`config.mk`:
```
export PLATFORM = sky130hd
export DESIGN_NAME = mc_control_unit
export DESIGN_NICKNAME = d
export VERILOG_FILES = /design/src/rtl/mc_control_unit.sv
export SDC_FILE = /design/constraint.sdc
export NUM_CORES = 1
export LEC_CHECK = 0
export BUFFER_PORTS_ARGS = -buffer_cell sky130_fd_sc_hd__buf_2
export CORE_ASPECT_RATIO = 1.5
export CORE_MARGIN = 4
export CORE_UTILIZATION = 40
export DETAILED_ROUTE_END_ITERATION = 16
export HOLD_SLACK_MARGIN = 0.08
export PLACE_DENSITY = 0.61
export SLEW_MARGIN = 0
export SYNTH_ARGS = -nofsm -noshare
export SYNTH_HDL_FRONTEND = slang
export SYNTH_SLANG_ARGS = --single-unit
```
`constraint.sdc`:
```
create_clock -name clk -period 4.4 [get_ports clk]
set_clock_uncertainty 0.05 [all_clocks]
set_input_delay 0.66 -clock clk [delete_from_list [all_inputs] [get_ports clk]]
set_output_delay 0.66 -clock clk [all_outputs]
set_load 0.05 [all_outputs]
```
`src/rtl/mc_control_unit.sv`:
```
`default_nettype none
// ============================================================================
// Module   : mc_control_unit
// Purpose  : Multi-cycle RV32I control FSM (IF/ID/EX/MEM/WB) with halt on
//            ECALL when x17 == 10, plus a retired-instruction counter.
// Revision : 1.0  initial release
// ============================================================================
module mc_control_unit #(
    parameter int CNT_W = 32,
    parameter int OPC_W = 7
) (
    input  logic             clk,
    input  logic             reset,
    input  logic [OPC_W-1:0] opcode,
    input  logic             is_ten,
    input  logic             bcond,
    input  logic             mem_ready,
    output logic             pc_write,
    output logic             ir_write,
    output logic             i_or_d,
    output logic             mem_read,
    output logic             mem_write,
    output logic [1:0]       mem_to_reg,
    output logic             reg_write,
    output logic             alu_src_a,
    output logic [1:0]       alu_src_b,
    output logic [1:0]       alu_op,
    output logic             pc_source,
    output logic             is_halted,
    output logic [CNT_W-1:0] instr_count
);

    localparam logic [OPC_W-1:0] c_OP_R      = 7'b0110011;
    localparam logic [OPC_W-1:0] c_OP_IARITH = 7'b0010011;
    localparam logic [OPC_W-1:0] c_OP_LOAD   = 7'b0000011;
    localparam logic [OPC_W-1:0] c_OP_STORE  = 7'b0100011;
    localparam logic [OPC_W-1:0] c_OP_BRANCH = 7'b1100011;
    localparam logic [OPC_W-1:0] c_OP_JAL    = 7'b1101111;
    localparam logic [OPC_W-1:0] c_OP_JALR   = 7'b1100111;
    localparam logic [OPC_W-1:0] c_OP_ECALL  = 7'b1110011;

    typedef enum logic [2:0] {
        c_ST_IF      = 3'd0,
        c_ST_ID      = 3'd1,
        c_ST_EX      = 3'd2,
        c_ST_MEM     = 3'd3,
        c_ST_WB      = 3'd4,
        c_ST_JALR_WB = 3'd5,
        c_ST_PC4     = 3'd6,
        c_ST_HALT    = 3'd7
    } state_t;

    state_t           r_state_q;
    state_t           w_state_d;
    logic [CNT_W-1:0] r_count_q;
    logic [CNT_W-1:0] w_count_d;
    logic             w_known_op;

    // Opcodes that have a real execute step; anything else retires as a NOP.
    assign w_known_op = (opcode == c_OP_R)      || (opcode == c_OP_IARITH) ||
                        (opcode == c_OP_LOAD)   || (opcode == c_OP_STORE)  ||
                        (opcode == c_OP_BRANCH) || (opcode == c_OP_JAL)    ||
                        (opcode == c_OP_JALR);

    always_comb begin
        pc_write   = 1'b0;
        ir_write   = 1'b0;
        i_or_d     = 1'b0;
        mem_read   = 1'b0;
        mem_write  = 1'b0;
        mem_to_reg = 2'd0;
        reg_write  = 1'b0;
        alu_src_a  = 1'b0;
        alu_src_b  = 2'd0;
        alu_op     = 2'b00;
        pc_source  = 1'b0;
        is_halted  = 1'b0;
        w_state_d  = r_state_q;

        if (reset) begin
            w_state_d = c_ST_IF;
        end else begin
            case (r_state_q)
                c_ST_IF: begin
                    mem_read = 1'b1;
                    if (mem_ready) begin
                        ir_write  = 1'b1;
                        w_state_d = c_ST_ID;
                    end
                end
                c_ST_ID: begin
                    alu_src_b = 2'd2;
                    if (opcode == c_OP_ECALL)
                        w_state_d = is_ten ? c_ST_HALT : c_ST_PC4;
                    else if (w_known_op)
                        w_state_d = c_ST_EX;
                    else
                        w_state_d = c_ST_PC4;
                end
                c_ST_EX: begin
                    case (opcode)
                        c_OP_R, c_OP_IARITH: begin
                            alu_src_a = 1'b1;
                            alu_src_b = (opcode == c_OP_R) ? 2'd0 : 2'd2;
                            alu_op    = 2'b10;
                            w_state_d = c_ST_WB;
                        end
                        c_OP_LOAD, c_OP_STORE: begin
                            alu_src_a = 1'b1;
                            alu_src_b = 2'd2;
                            w_state_d = c_ST_MEM;
                        end
                        c_OP_BRANCH: begin
                            alu_src_a = 1'b1;
                            alu_op    = 2'b01;
                            if (bcond) begin
                                pc_write  = 1'b1;
                                pc_source = 1'b1;
                                w_state_d = c_ST_IF;
                            end else begin
                                w_state_d = c_ST_PC4;
                            end
                        end
                        c_OP_JAL: begin
                            alu_src_b  = 2'd1;
                            mem_to_reg = 2'd2;
                            reg_write  = 1'b1;
                            pc_write   = 1'b1;
                            pc_source  = 1'b1;
                            w_state_d  = c_ST_IF;
                        end
                        c_OP_JALR: begin
                            alu_src_a = 1'b1;
                            alu_src_b = 2'd2;
                            w_state_d = c_ST_JALR_WB;
                        end
                        default: w_state_d = c_ST_PC4;
                    endcase
                end
                c_ST_MEM: begin
                    i_or_d = 1'b1;
                    if (opcode == c_OP_LOAD) begin
                        mem_read = 1'b1;
                        if (mem_ready)
                            w_state_d = c_ST_WB;
                    end else begin
                        mem_write = 1'b1;
                        if (mem_ready) begin
                            pc_write  = 1'b1;
                            alu_src_b = 2'd1;
                            w_state_d = c_ST_IF;
                        end
                    end
                end
                c_ST_WB: begin
                    reg_write  = 1'b1;
                    mem_to_reg = (opcode == c_OP_LOAD) ? 2'd1 : 2'd0;
                    pc_write   = 1'b1;
                    alu_src_b  = 2'd1;
                    w_state_d  = c_ST_IF;
                end
                c_ST_JALR_WB: begin
                    alu_src_b  = 2'd1;
                    mem_to_reg = 2'd2;
                    reg_write  = 1'b1;
                    pc_write   = 1'b1;
                    pc_source  = 1'b1;
                    w_state_d  = c_ST_IF;
                end
                c_ST_PC4: begin
                    pc_write  = 1'b1;
                    alu_src_b = 2'd1;
                    w_state_d = c_ST_IF;
                end
                c_ST_HALT: begin
                    is_halted = 1'b1;
                end
                default: w_state_d = c_ST_IF;
            endcase
        end
    end

    // Every PC update marks one retired instruction.
    assign w_count_d   = r_count_q + CNT_W'(pc_write);
    assign instr_count = reset ? '0 : r_count_q;

    always_ff @(posedge clk) begin
        r_state_q <= w_state_d;
        if (reset)
            r_count_q <= '0;
        else
            r_count_q <= w_count_d;
    end

endmodule
`default_nettype wire

```
==> flow_metrics.tcl <==
set metrics [dict create \
    status "finished, final reports clean" \
    cp.arrival_ps 3660 \
    drt-total-wl_um 5240 \
    cts.sinks 35 \
    drv_slew 0 \
    seq_area_frac_synth_pct 32.8 \
    synth.distinct_cells 46 \
    power_density_nw_per_um2 286 \
    path_buf_inv 1 \
    r2r-end "r_count_q[20]" \
    core_um2 5160 \
    area_delta_synth_final_pct 20.2 \
    placement.io_buffers 58 \
    fin_area_um2 2560 \
    syn_area_um2 2130 \
    cts_tree "built" \
    required_ps 4520 \
    leakagePower_nw 1.15 \
    synth_xor_area_share_pct 9.03 \
    setup_viol 0 \
    grt_use_total_pct 16.9 \
    drt_iter0_markers 153 \
    cts_inserted_buffers 5 \
    vias_per_cell 5.31 \
    vias 2076 \
    syn_nets 283 \
    grt_pass1_vias 2024 \
    timing.final.crit_share_pct 80.3 \
    die_h_um 97.4 \
    path_cells "inv_1, nor3_1, nand3_1, a21oi_1, ha_1, ha_1, and4_1, nor3b_2, nand2_1, nor2_1, mux2_2" \
    final_common_cell "buf_2" \
    synthArstFlopShare_pct 0 \
    cts_resized 0 \
    reg2reg_from "r_state_q[1]" \
    rrSetupSlack_ps 870 \
    rsz0062_at_grt "false" \
    hpwl_um 4020 \
    end_kind "flip-flop" \
    fmax_mhz 283 \
    swShare_pct 32.3 \
    comb_power_share_pct 21.3 \
    synth_top_flop_cell "dfxtp_1" \
    cpMaxStageDelayCell "dfxtp_1" \
    cts.clk_slew.worst_paths_ps 70 \
    slew-limit-headroom_pct 53.7 \
    ff2ff_path_depth 11 \
    postCtsSetupRepairBufs 0 \
    start_util_pct 41.3 \
    synth-compound-area-share_pct 9.44 \
    antenna_found_initial 0 \
    drt_first_pass_iters 4 \
    antenna_cells 0 \
    cts_root_buf "clkbuf_8" \
    crit_end "r_count_q[20]" \
    p_sw_w 0.000237 \
    h-tree-depth 2 \
    synthSimpleGateAreaFrac_pct 42.3 \
    ant_nets 0 \
    finalNetCount 337 \
    n_fill_cell 532 \
    grt_max_degree 39 \
    startpoint_type "flip-flop" \
    synth_edf_count 0 \
    syn_avg_cell_area_um2 7.93 \
    clock_latency_ps 280 \
    gp_congestion 0.869 \
    synthAdderAreaFrac_pct 1.17 \
    seq_power_share_pct 47.6 \
    post-route-min-period_ps 3530 \
    ir_worst_vdd_v 0.000172 \
    cp_top_family "simple AND/OR/NAND/NOR gates" \
    cp-startpoint "r_state_q[1]" \
    cts_buffer_depth 2 \
    tns_ps 0 \
    tightest_slew_ps 688 \
    cpPeakStageDelay_ps 500 \
    power_frac_clock_pct 31.1 \
    fp.dieArea_um2 6590 \
    grt.overflow.total 0 \
    wire_per_inst_um 13.4 \
    synth-seq-cells 35 \
    min_path_type "reg -> reg" \
    crit_path_max_fanout 9 \
    syn_inst 269 \
    muxShareOfSynthArea_pct 2.11 \
    drc 0 \
    synth_top_family_by_area "simple AND/OR/NAND/NOR gates" \
    worst_path_most_repeated_cell "ha_1" \
    layout_common_cells "58 x buf_2, 40 x nor2_1, 35 x nor2b_1, 35 x dfxtp_1, 21 x nand2_1" \
    finalHoldViolCount 0 \
    ioPinCount 59 \
    intPower_w 0.000497 \
    placed_area_um2 2480 \
    max-cap-violations 0 \
    rows 32 \
    criticalPathCategory "reg -> reg" \
    die_width_um 67.6 \
    path_depth 11 \
    drive_above_1_share_pct 24.5 \
    cts-hold-fix-buffers 0 \
    grt_pass1_wl_um 8810 \
    ys.warnings.count 0 \
]
worst register-to-register path, delay by kind of cell (launching register included):
kind / cells / cell delay (ps)
mux: 1 / 330
simple gates: 6 / 1660
fa+ha+maj: 2 / 450
buf+inv: 1 / 160
compound gates: 1 / 280
flops: 1 / 500
metal layers:
metal | vias to the layer above | part of all wire, % | global-route usage (%)
li1 | 1036 | - | -
met1 | 956 | 38 | 17.5
met2 | 68 | 52 | 30.5
met3 | 16 | 6.4 | 2.78
met4 | 0 | 3.4 | 8.91
met5 | - | 0 | 0
kinds of logic after synthesis:
family                     count (synthesis)
muxes                                      4
DFF                                       35
adders and majority gates                  2
xor gates and xnor gates                  22
and+or+nand+nor                          159
buffers and inverters                     17
AOI/OAI and AO/OA                         30
layout make-up:
cell class / count / area, um^2 / share of cell area, %
tap: 68 / 85.1 / 3.32
multi-input combinational: 217 / 1370 / 53.3
inverter: 3 / 11.3 / 0.439
timing repair buffer: 61 / 313 / 12.2
sequential: 35 / 701 / 27.3
clock inverter: 1 / 5.00 / 0.195
clock buffer: 6 / 82.6 / 3.22
Yosys cell counts (4+ instances only):
cell,n,area (um^2)
o21ai_0,10,50.1
dfxtp_1,35,701
nand3_1,13,65.1
nor4_1,4,25.0
or4_1,4,30.0
and3_1,4,25.0
xnor2_1,4,35.0
nor2_1,40,150
xor2_1,18,158
nand2_1,21,78.8
nor3_1,5,25.0
clkbuf_1,10,37.5
a21oi_1,5,25.0
and2_1,4,25.0
nand4_1,8,50.1
and4_1,4,35.0
nor2b_1,35,219
worst min path at each step:
stage	start	endpoint	slack (ps)	cells after the start
6_report	r_count_q[31]	r_count_q[31]	470	2
5_1_grt	r_count_q[31]	r_count_q[31]	510	2
4_1_cts	r_count_q[31]	r_count_q[31]	470	2
3_5_place_dp	r_count_q[31]	r_count_q[31]	450	2
3_3_place_gp	r_count_q[31]	r_count_q[31]	440	2
2_1_floorplan	r_count_q[31]	r_count_q[31]	430	2
sequential cells by signal, indices dropped and copies added (netlist names):
signal and count:
r_count_q 32, r_state_q 3
metrics by stage:
stage / hold slack, ps / util [%] / setup slack, ps / power, W / instances
final: 465 / 49.7 / 867 / 0.000734 / 391
after global routing: 510 / 49.7 / 546 / 0.000775 / 391
after CTS: 472 / 49.7 / 904 / 0.000747 / 391
after detailed placement: 452 / 48.0 / 680 / 0.000511 / 384
after global placement: 443 / 48.0 / 807 / 0.000512 / 384
after floorplan: 426 / - / 315 / 0.000473 / 269
power by group through the flow:
stage	Combinational, W	Sequential [W]	Clock [W]
6_report	0.000156	0.000350	0.000228
3_5_place_dp	0.000156	0.000355	0
4_1_cts	0.000157	0.000348	0.000243
3_3_place_gp	0.000156	0.000356	0
5_1_grt	0.000171	0.000353	0.000252
2_1_floorplan	0.000138	0.000335	0
Note: power is estimated with default switching activity, not from simulation.
